<file path="config.mk">
export PLATFORM = sky130hd
export DESIGN_NAME = dict_arbiter
export DESIGN_NICKNAME = d
export VERILOG_FILES = /design/src/rtl/dict_arbiter.sv
export SDC_FILE = /design/constraint.sdc
export NUM_CORES = 1
export LEC_CHECK = 0
export ABC_AREA = 1
export CAP_MARGIN = 0
export CORE_MARGIN = 2
export CORE_UTILIZATION = 25
export CTS_BUF_LIST = sky130_fd_sc_hd__clkbuf_8
export CTS_CLUSTER_SIZE = 10
export DETAILED_ROUTE_END_ITERATION = 12
export PLACE_DENSITY_LB_ADDON = 0.15
export SYNTH_ARGS = -nofsm -noshare
export SYNTH_HDL_FRONTEND = slang
export SYNTH_SLANG_ARGS = --single-unit
</file>
<file path="constraint.sdc">
create_clock -name i_clk -period 2.48 [get_ports i_clk]
set_clock_uncertainty 0.1 [all_clocks]
set_input_delay 0.744 -clock i_clk [delete_from_list [all_inputs] [get_ports i_clk]]
set_output_delay 0.744 -clock i_clk [all_outputs]
set_load 0.01 [all_outputs]
</file>
<file path="src/rtl/dict_arbiter.sv">
// Round-robin arbiter sharing one string-to-integer dictionary port between
// NUM_REQ requesters. One transaction in flight; a timeout guards a stuck
// dictionary. Every output comes straight from a flop.
module dict_arbiter #(
  parameter int unsigned NUM_REQ     = 2,
  parameter int unsigned KEY_WIDTH   = 8,
  parameter int unsigned KEY_LENGTH  = 8,
  parameter int unsigned VALUE_WIDTH = 32,
  parameter int unsigned TIMEOUT     = 255
) (
  input  logic                                   i_clk,
  input  logic                                   i_rst_n,
  input  logic [NUM_REQ-1:0]                     i_req,
  input  logic [NUM_REQ-1:0]                     i_op,
  input  logic [NUM_REQ*KEY_WIDTH*KEY_LENGTH-1:0] i_key,
  input  logic [NUM_REQ*VALUE_WIDTH-1:0]         i_value,
  output logic [NUM_REQ-1:0]                     o_ack,
  output logic [VALUE_WIDTH-1:0]                 o_rdata,
  output logic                                   o_err,
  output logic [NUM_REQ-1:0]                     o_grant,
  output logic                                   o_busy,
  output logic                                   o_dict_en,
  output logic                                   o_dict_op,
  output logic [KEY_WIDTH*KEY_LENGTH-1:0]        o_dict_key,
  output logic [VALUE_WIDTH-1:0]                 o_dict_value,
  input  logic                                   i_dict_done,
  input  logic [VALUE_WIDTH-1:0]                 i_dict_value
);

  localparam int unsigned KeyW = KEY_WIDTH * KEY_LENGTH;
  localparam int unsigned IdxW = (NUM_REQ > 1) ? $clog2(NUM_REQ) : 1;
  localparam int unsigned CntW = (TIMEOUT > 1) ? $clog2(TIMEOUT + 1) : 1;
  // Last counter value of a WAIT cycle that may still end without timing out.
  localparam logic [CntW-1:0] CntLast = CntW'(TIMEOUT - 1);

  typedef enum logic [1:0] {StIdle, StWait, StAck} state_e;

  state_e                 state_q, state_d;
  logic [NUM_REQ-1:0]     ack_q, ack_d;
  logic [NUM_REQ-1:0]     grant_q, grant_d;
  logic [VALUE_WIDTH-1:0] rdata_q, rdata_d;
  logic                   err_q, err_d;
  logic                   busy_q, busy_d;
  logic                   dict_en_q, dict_en_d;
  logic                   dict_op_q, dict_op_d;
  logic [KeyW-1:0]        dict_key_q, dict_key_d;
  logic [VALUE_WIDTH-1:0] dict_value_q, dict_value_d;
  logic [IdxW-1:0]        last_grant_q, last_grant_d;
  logic [CntW-1:0]        cnt_q, cnt_d;

  logic                   pick_valid;
  logic [IdxW-1:0]        pick_idx;
  logic [IdxW-1:0]        cand;
  int unsigned            idx;
  int unsigned            sel;

  // Round-robin search: first set request upward from last_grant+1, wrapping.
  always_comb begin
    pick_valid = 1'b0;
    pick_idx   = '0;
    cand       = '0;
    idx        = 0;
    for (int unsigned i = 0; i < NUM_REQ; i++) begin
      idx  = (32'(last_grant_q) + 32'd1 + i) % NUM_REQ;
      cand = IdxW'(idx);
      if (!pick_valid && i_req[cand]) begin
        pick_valid = 1'b1;
        pick_idx   = cand;
      end
    end
  end

  // Transaction FSM: next state and all registered outputs.
  always_comb begin
    state_d      = state_q;
    ack_d        = '0;
    grant_d      = grant_q;
    rdata_d      = rdata_q;
    err_d        = err_q;
    busy_d       = busy_q;
    dict_en_d    = dict_en_q;
    dict_op_d    = dict_op_q;
    dict_key_d   = dict_key_q;
    dict_value_d = dict_value_q;
    last_grant_d = last_grant_q;
    cnt_d        = cnt_q;
    sel          = 32'(pick_idx);

    unique case (state_q)
      StIdle: begin
        if (pick_valid) begin
          state_d      = StWait;
          grant_d      = {{(NUM_REQ-1){1'b0}}, 1'b1} << pick_idx;
          busy_d       = 1'b1;
          dict_en_d    = 1'b1;
          dict_op_d    = i_op[pick_idx];
          dict_key_d   = i_key[sel*KeyW +: KeyW];
          dict_value_d = i_value[sel*VALUE_WIDTH +: VALUE_WIDTH];
          last_grant_d = pick_idx;
          cnt_d        = '0;
        end
      end
      StWait: begin
        // Done is checked first so it wins over a coincident timeout.
        if (i_dict_done) begin
          state_d   = StAck;
          dict_en_d = 1'b0;
          rdata_d   = dict_op_q ? i_dict_value : '0;
          err_d     = 1'b0;
          ack_d     = grant_q;
        end else if ((TIMEOUT != 0) && (cnt_q == CntLast)) begin
          state_d   = StAck;
          dict_en_d = 1'b0;
          rdata_d   = '0;
          err_d     = 1'b1;
          ack_d     = grant_q;
        end else begin
          cnt_d = cnt_q + 1'b1;
        end
      end
      StAck: begin
        state_d = StIdle;
        grant_d = '0;
        busy_d  = 1'b0;
        err_d   = 1'b0;
        rdata_d = '0;
        cnt_d   = '0;
      end
      default: state_d = StIdle;
    endcase
  end

  // State register; reset points the round-robin search at requester 0.
  always_ff @(posedge i_clk or negedge i_rst_n) begin
    if (!i_rst_n) begin
      state_q      <= StIdle;
      ack_q        <= '0;
      grant_q      <= '0;
      rdata_q      <= '0;
      err_q        <= 1'b0;
      busy_q       <= 1'b0;
      dict_en_q    <= 1'b0;
      dict_op_q    <= 1'b0;
      dict_key_q   <= '0;
      dict_value_q <= '0;
      last_grant_q <= IdxW'(NUM_REQ - 1);
      cnt_q        <= '0;
    end else begin
      state_q      <= state_d;
      ack_q        <= ack_d;
      grant_q      <= grant_d;
      rdata_q      <= rdata_d;
      err_q        <= err_d;
      busy_q       <= busy_d;
      dict_en_q    <= dict_en_d;
      dict_op_q    <= dict_op_d;
      dict_key_q   <= dict_key_d;
      dict_value_q <= dict_value_d;
      last_grant_q <= last_grant_d;
      cnt_q        <= cnt_d;
    end
  end

  assign o_ack        = ack_q;
  assign o_rdata      = rdata_q;
  assign o_err        = err_q;
  assign o_grant      = grant_q;
  assign o_busy       = busy_q;
  assign o_dict_en    = dict_en_q;
  assign o_dict_op    = dict_op_q;
  assign o_dict_key   = dict_key_q;
  assign o_dict_value = dict_value_q;

endmodule

</file>
After elaboration in Yosys (flattened, before gate mapping)
Cells that the tools add are included.
- $add $sub $neg: 3
- order comparisons: 3
- equality and inequality tests: 7
- shift-type cells: 3
- mux-type cells: 35
- reduce and logical (&&, ||, !) cells: 13
- operator list (kind ; count):
    $shiftx 128x8->64 ; 1
    $mux 32 ; 3
    $pmux 32 s2 ; 1
    $shiftx 64x7->32 ; 1
    $mux 8 ; 3
    $pmux 8 s3 ; 1
    $mux 1 ; 15
    $mux 2 ; 7
    $add 8x1->8 const B ; 1
    $eq 8x8->1 const B ; 1
    $pmux 2 s2 ; 2
    $reduce_and 2->1 ; 4
    $lt 1x2->1 const B ; 3
    $ne 2x2->1 const B ; 3
    $pmux 1 s2 ; 3
    $reduce_bool 2->1 ; 3
    $reduce_and 4->1 ; 1
    $ne 3x3->1 const B ; 1
    $reduce_and 3->1 ; 1
    $reduce_bool 3->1 ; 1
    $add 1x1->1 const B ; 2
    $eq 2x1->1 const B ; 1
    $eq 2x2->1 const B ; 1
    $logic_not 2->1 ; 1
    3 further kinds ; 3
- flip-flop bits (word level): 147
- output and inout port bits: 136
- logic and storage cells: 76

Logic depth before layout (Yosys ltp)
Gate-level depths: netlist of the first run.
- depth after elaboration: 10
- mapped depth: 10
- depth with buffers taken out: 9

Worst setup path before layout of the first run
OpenSTA, ideal clock, no wires.
- kind: input-to-reg
- start: input i_req[1]
- end: register dict_key_q[26] (netlist: o_dict_key[26])
- setup time: 130 ps
- data arrival time: 1406 ps
- data required time: 2250 ps
- path slack: 844 ps
- stages on the path: 6
- buffers on the path: 2
- path through: o21ai_4 > inv_4 > buf_6 > buf_4 > nor2_1 > a31oi_1
- cells in the longest elaborated chain, start to end: 7
- elaborated cells on any way between the ends: 12
- RTL lines (item ; line ; source):
    start: declaration ; 13 ; input logic [NUM_REQ-1:0] i_req,
    $mux 1 (implied by the code) (2 in a row) ; 66 ; if (!pick_valid && i_req[cand]) begin
    $mux 1 ; 66 ;
    $logic_not 1->1 ; 66 ;
    $logic_and 1x1->1 ; 66 ;
    $mux 1 ; 66 ;
    $shiftx 128x8->64 / $reduce_and 2->1 (equally long branches) ; n/a ;
    end signal: assignment ; 157 ; dict_key_q <= dict_key_d;
    end: declaration ; 46 ; logic [KeyW-1:0] dict_key_q, dict_key_d;
Several ways; a longest one is shown, not always the timed one. The select of a mux whose other input is x is not followed.
A chain may end at the register's enable or synchronous reset.

Final worst setup path of the first run
- start: register dict_key_q[28] (netlist: o_dict_key[28])
- end: output o_dict_key[28]
- RTL lines (item ; line ; source):
    end: declaration ; 24 ; output logic [KEY_WIDTH*KEY_LENGTH-1:0] o_dict_key,
No word-level cell between the ends.

==> run summary, run 1 <==
Synth Flop Type - dfrtp_1
Final WS setup - 0.206 ns
sequential share of the synthesized area - 0.562
std cell rows - 59
critical path's slowest cell - clkdlybuf4s50_1
initial core utilization - 0.253
Via density - 4.34
FF-to-FF Start - cnt_q[0]
r2r setup slk - 0.76 ns
Finished Cell Area - 11000 µm²
area share of fa/ha/maj cells after synthesis - 0.00382
Final Non-Filler Cells - 1484
Slew Limit Fails - 0
Post-synth ARST share - 1.00
synth cell count leaders - nand2_1, dfrtp_1, nor2_1, a31oi_1, nand3_1
Finished Core Util - 0.424
Critical Path, Cell by Cell - clkdlybuf4s50_1
cell with the most instances after synthesis - nand2_1
Pleak - 4.71 nW
I/O Buffers - 366
Final min period - 2.27 ns
first-pass GRT wire length - 36800 µm
Max rail drop VDD - 0.467 mV
WP depth - 1
Mapped Cells - 782
Final Cycle Share - 0.917
Placement Cell Area - 10600 µm²
Worst EP required - 1.64 ns
vias in the first global route - 6482
GPL Wtd Cong - 0.772
# nets final - 1369
share of cells above drive strength 1 - 0.0540
largest net degree at the start of global routing - 85
DR vias - 6441
Top-Level Pins - 367
Synthesized Nets - 1015
largest family of logic cells by synthesized area - simple AND/OR/NAND/NOR gates
XOR/XNOR share of the synthesized area - 0.00134
FF-to-FF path depth - 10
DP Cell Count - 1452
Setup TNS - 0 ns
worst hold path class - in2async
area leader, netlist - dfrtp_1
capturing point of the worst reg2reg path - o_err
drt total wl - 23400 µm
# hold bufs at CTS - 0
DRC violations left - 0
CP Class - reg2out
routed wire length per instance - 15.8 µm
CP startpoint - o_dict_key[28]
Simple-Gate Fraction of Synth Area - 0.271
Die Area - 27500 µm²
final hold vios - 0
crit end category - output port
Max-cap violations - 0
Synth Register Bits - 147
die height - 166 µm
CTS sink cnt - 147
Yosys top cell area share - 0.558
total grt overflow - 0
mux contribution to synthesized area - 0
CTS Buf Count - 17
clk slew on worst S/H paths - 0.10 ns
CP arrival - 1.43 ns
gr usage total - 0.169
worst slew pin tran - 0.635 ns
# Post-CTS Setup Buffers - 0
Mean Syn Cell Area - 8.37 µm²
initial drt markers - 346
Pwr Density - 1080 nW/µm²
H-tree levels - 4
clk buf depth - 2
setup violators final - 0
Synth area leaders - dfrtp_1, nand2_1, a31oi_1, nor2_1, nand3_1
Yosys cell types - 24
initial antenna violation count - 1
Worst Path Buf+Inv - 1
Initial DRT Pass Iterations - 4
synthesis-to-finish area growth - 67.8%
Core ar. - 25900 µm²
Final HPWL DP - 17000 µm
fmax - 440 MHz
Post-CTS Resized - 0
CP Max Fanout - 2
Detail Route Antenna Nets - 0
RSZ-0062 raised after global routing - false
ant diodes - 0
complex-gate fraction of the synthesized area - 0.105
Post-synth EDFFs - 0
Setup WS pre-CTS - 0.119 ns
Ys Warns - 0
clk_lat worst skew - 0.44 ns
Slew HR - 0.576
status - completed
CP max stage delay - 0.57 ns
CP top delay family - buffers and inverters
Root Driver - clkbuf_8
Die X - 166 µm
CP startpoint kind - register
CTS tree - built
mapped cell area - 6550 µm²
## placed cells by master (no fill, tap or decap)
cell type,synthesis,routed
bufinv_16,0,1
buf_4,12,11
inv_6,0,6
ha_1,2,2
o21bai_1,2,2
dfrtp_1,146,146
clkinvlp_4,0,5
nand2_4,0,1
o21ai_4,1,1
clkbuf_8,0,18
buf_12,0,9
nor2_1,113,112
nand3_1,45,45
inv_2,3,2
o211ai_1,1,1
clkinv_2,0,1
nand2_1,291,291
clkinv_4,0,1
nor2_2,0,1
xnor2_1,1,1
clkinv_1,1,1
clkdlybuf4s50_1,0,365
nand2_2,2,1
o21ai_1,5,5
o21ai_0,2,2
a211oi_1,1,1
dfstp_2,1,1
inv_1,14,16
a31oi_1,97,97
nor2_4,2,2
buf_6,3,1
## worst max path at each step
stage                                 to  slack (ns)
after floorplan           o_dict_key[26]        0.84
after global placement    o_dict_key[63]        0.17
after detailed placement  o_dict_key[59]        0.12
after CTS                 o_dict_key[28]        0.14
after global routing      o_dict_key[28]        0.10
final                     o_dict_key[28]        0.21
## area by class of cell
| type | instances | area (µm²) |
|---|---|---|
| multi-input cells | 565 | 2510 |
| fillers | 2662 | 14900 |
| clock inverters | 14 | 128 |
| clock buffers | 18 | 248 |
| flip-flops and latches | 147 | 3680 |
| well taps | 335 | 419 |
| inverters | 19 | 77.6 |
| repair buffers | 386 | 3930 |
## flip-flops by register name, summed over array words and instances, names as in the netlist, 2 cells and up
name	count
o_dict_key	64
o_dict_value	32
o_rdata	32
cnt_q	8
o_ack	2
o_grant	2
state_q	2
## worst reg2reg max path, cell delays in order, from the launching register on
cell and delay (ns):
dfrtp_1 0.42, inv_1 0.09, ha_1 0.14, inv_1 0.03, nor2_1 0.14, nand2_1 0.09, nand2_1 0.08, nand2_2 0.14
buf_12 0.22, nand3_1 0.08, o21ai_0 0.08
## per-layer routing
layer	GRT usage	wire [µm]	up-vias
met2	0.289	11400	203
li1	-	-	3266
met3	0.0636	1770	16
met1	0.201	9880	2954
met5	0	13	-
met4	0.0408	286	2
## power by group
part	internal [W]	switching [W]	total [W]
combinational	0.00309	0.00279	0.00587
clock	0.000830	0.00102	0.00185
sequential	0.00353	0.000630	0.00417
## stage by stage
| stage | total power, W | hold WS (ns) |
|---|---|---|
| after CTS | 0.0121 | 0.0717 |
| after global routing | 0.0128 | 0.0733 |
| after detailed placement | 0.0102 | 0.359 |
| after global placement | 0.0101 | 0.360 |
| after floorplan | 0.00681 | 0.347 |
| final | 0.0119 | 0.0947 |
## kinds of logic after synthesis
group,Yosys count
simple gates,453
buf+inv,70
xor+xnor,1
fa+ha+maj,2
compound gates,109
flops,147
Note: power is estimated with default switching activity, not from simulation.
==> run 2, diff against run 1 <==
Settings changed: SLEW_MARGIN set to 20.
==> results of run 2 <==
No change in the layout: final DEF, timing and power equal those of run 1.
==> run 3, diff against run 2 <==
Settings changed: CTS_BUF_LIST sky130_fd_sc_hd__clkbuf_8 to sky130_fd_sc_hd__clkbuf_16.
Clock period 2.48 ns to 2.2 ns, I/O delays scaled along.
==> run 3 against run 2 <==
  * Total power rose by 22%
  * Combinational power rose by 15%
  * Worst setup slack got worse by 0.14 ns
  * Critical endpoint is now o_dict_value[6]
==> run summary, run 3 (synthesis gave the netlist of run 1 again) <==
status - completed
CP top delay family - buffers and inverters
CTS Buf Count - 17 (unchanged)
RSZ-0062 raised after global routing - false
clk slew on worst S/H paths - 0.07 ns (-0.03 ns)
initial drt markers - 296 (-14%)
Top-Level Pins - 367 (unchanged)
Most Crowded Layer GR - met2
clk_lat worst skew - 0.42 ns (-0.02 ns)
clk buf depth - 2 (unchanged)
CP max stage delay - 0.61 ns (+0.04 ns)
Core ar. - 25900 µm² (unchanged)
hold_ws - 0.00535 ns (-0.0893 ns)
CP Max Fanout - 2 (unchanged)
Initial DRT Pass Iterations - 5 (+1)
Post-CTS Resized - 0 (unchanged)
GPL Wtd Cong - 0.774 (+0.34%)
synthesis-to-finish area growth - 72.9%
Worst Path Buf+Inv - 1 (unchanged)
DRC violations left - 0 (unchanged)
met1 Use GR - 0.195 (-0.00620)
CP Class - reg2out
critical path's slowest cell - clkdlybuf4s50_1
first-pass GRT wire length - 36400 µm (-1.0%)
CTS tree - built
FF-to-FF Start - cnt_q[0]
gr usage total - 0.168 (-0.00126)
drt total wl - 23200 µm (-0.79%)
FF+latch area - 3680 µm² (unchanged)
most frequent cells in the layout - clkdlybuf4s50_1, nand2_1, dfrtp_1, nor2_1, a31oi_1
worst slew pin tran - 0.638 ns (+0.00358 ns)
Multi-input gate area - 2510 µm² (unchanged)
I/O Buffers - 366 (unchanged)
WP depth - 1 (unchanged)
ant diodes - 0 (unchanged)
CP startpoint kind - register
Die Area - 27500 µm² (unchanged)
Root Driver - clkbuf_16
Final min period - 2.13 ns
Detail Route Antenna Nets - 0 (unchanged)
total power - 0.0144 W (+22%)
Die X - 166 µm (unchanged)
Critical Path, Cell by Cell - clkdlybuf4s50_1
final hold vios - 0 (unchanged)
Slew HR - 0.574 (-0.00239)
commonest non-fill, non-tap cell in the layout - clkdlybuf4s50_1
crit end category - output port
std cell rows - 59 (unchanged)
Fillers - 2589 (-2.7%)
total grt overflow - 0 (unchanged)
capturing point of the worst reg2reg path - o_err
H-tree levels - 4 (unchanged)
Max-cap violations - 0 (unchanged)
met2 Usage GRT - 0.289 (+0.000361)
GR Layer Usage met3 - 0.0615 (-0.00214)
Worst EP required - 1.44 ns (-0.20 ns)
DR vias - 6522 (+1.3%)
# Post-CTS Setup Buffers - 0 (unchanged)
share of cells above drive strength 1 - 0.0614 (+0.00741)
Final HPWL DP - 16900 µm (-0.17%)
# nets final - 1377 (+0.58%)
Pleak - 4.89 nW (+3.7%)
r2r setup slk - 0.56 ns (-0.20 ns)
FF-to-FF path depth - 10 (unchanged)
CTS sink cnt - 147 (unchanged)
fmax - 469 MHz
routed wire length per instance - 15.6 µm (-1.3%)
max reg flops - 64 (unchanged)
# hold bufs at CTS - 0 (unchanged)
die height - 166 µm (unchanged)
Max rail drop VDD - 0.507 mV (+8.6%)
setup violators final - 0 (unchanged)
vias in the first global route - 6443 (-0.60%)
CP arrival - 1.37 ns (-0.06 ns)
largest net degree at the start of global routing - 52 (-39%)
Final Cycle Share - 0.968
Pwr Density - 1280 nW/µm² (+18%)
Via density - 4.37 (+0.71%)
initial core utilization - 0.253 (unchanged)
Slew Limit Fails - 0 (unchanged)
initial antenna violation count - 1 (unchanged)
worst hold path class - in2async
## run 3: cell count changes in the layout (fill, tap and decap cells not counted), moves of 3 or more
| cell | change |
|---|---|
| clkbuf_16 | +17 |
| buf_12 | +4 |
| clkbuf_8 | -18 |
| buf_4 | +4 |
| dlymetal6s2s_1 | +3 |
| clkdlybuf4s50_1 | -3 |
| inv_8 | +3 |
## run 3: per-stage QoR
step | util | instances | cell area (µm²) | setup WS, ns | setup TNS (ns)
after global placement | 0.414 | 1460 | 10700 | 0.0310 | 0
after detailed placement | 0.414 | 1460 | 10700 | -0.0419 | -0.112
after floorplan | - | 782 | 6550 | 0.648 | 0
after CTS | 0.437 | 1492 | 11300 | 0.00714 | 0
after global routing | 0.437 | 1492 | 11300 | 0.0137 | 0
final | 0.437 | 1492 | 11300 | 0.0696 | 0
## run 3: per-layer routing
metal / share of wire / wire (µm)
met5: 0.00052 / 12
met1: 0.41 / 9610
met3: 0.076 / 1760
met4: 0.018 / 412
met2: 0.49 / 11400
## run 3: how the worst max path moves through the flow
stage	start	end	slack, ns
4_1_cts	o_dict_key[61]	o_dict_key[61]	0.007
2_1_floorplan	i_req[1]	o_dict_key[26]	0.65
6_report	o_dict_value[6]	o_dict_value[6]	0.07
3_5_place_dp	i_req[1]	o_dict_key[0]	-0.04
3_3_place_gp	i_req[1]	o_dict_key[39]	0.03
5_1_grt	o_dict_value[6]	o_dict_value[6]	0.01
## run 3: worst register-to-register path, stage by stage, from the launching register on
cell     delay, ns
dfrtp_1       0.42
inv_1         0.09
ha_1          0.14
inv_1         0.04
nor2_1        0.13
nand2_1       0.09
nand2_1       0.09
nand2_2       0.08
buf_12        0.17
nand3_1       0.08
o21ai_0       0.09
## run 3: final cells by class
class / instances / area share
clock buffers: 17 / 0.0376
clock inverters: 15 / 0.0150
inverters: 19 / 0.00685
multi-input cells: 565 / 0.221
flip-flops and latches: 147 / 0.325
well taps: 335 / 0.0370
repair buffers: 394 / 0.357
## run 3: power breakdown
group          total [W]  switching (W)  internal, W
combinational    0.00675        0.00314      0.00360
clock            0.00300        0.00129      0.00171
sequential       0.00470       0.000712      0.00399
total             0.0144        0.00515      0.00930
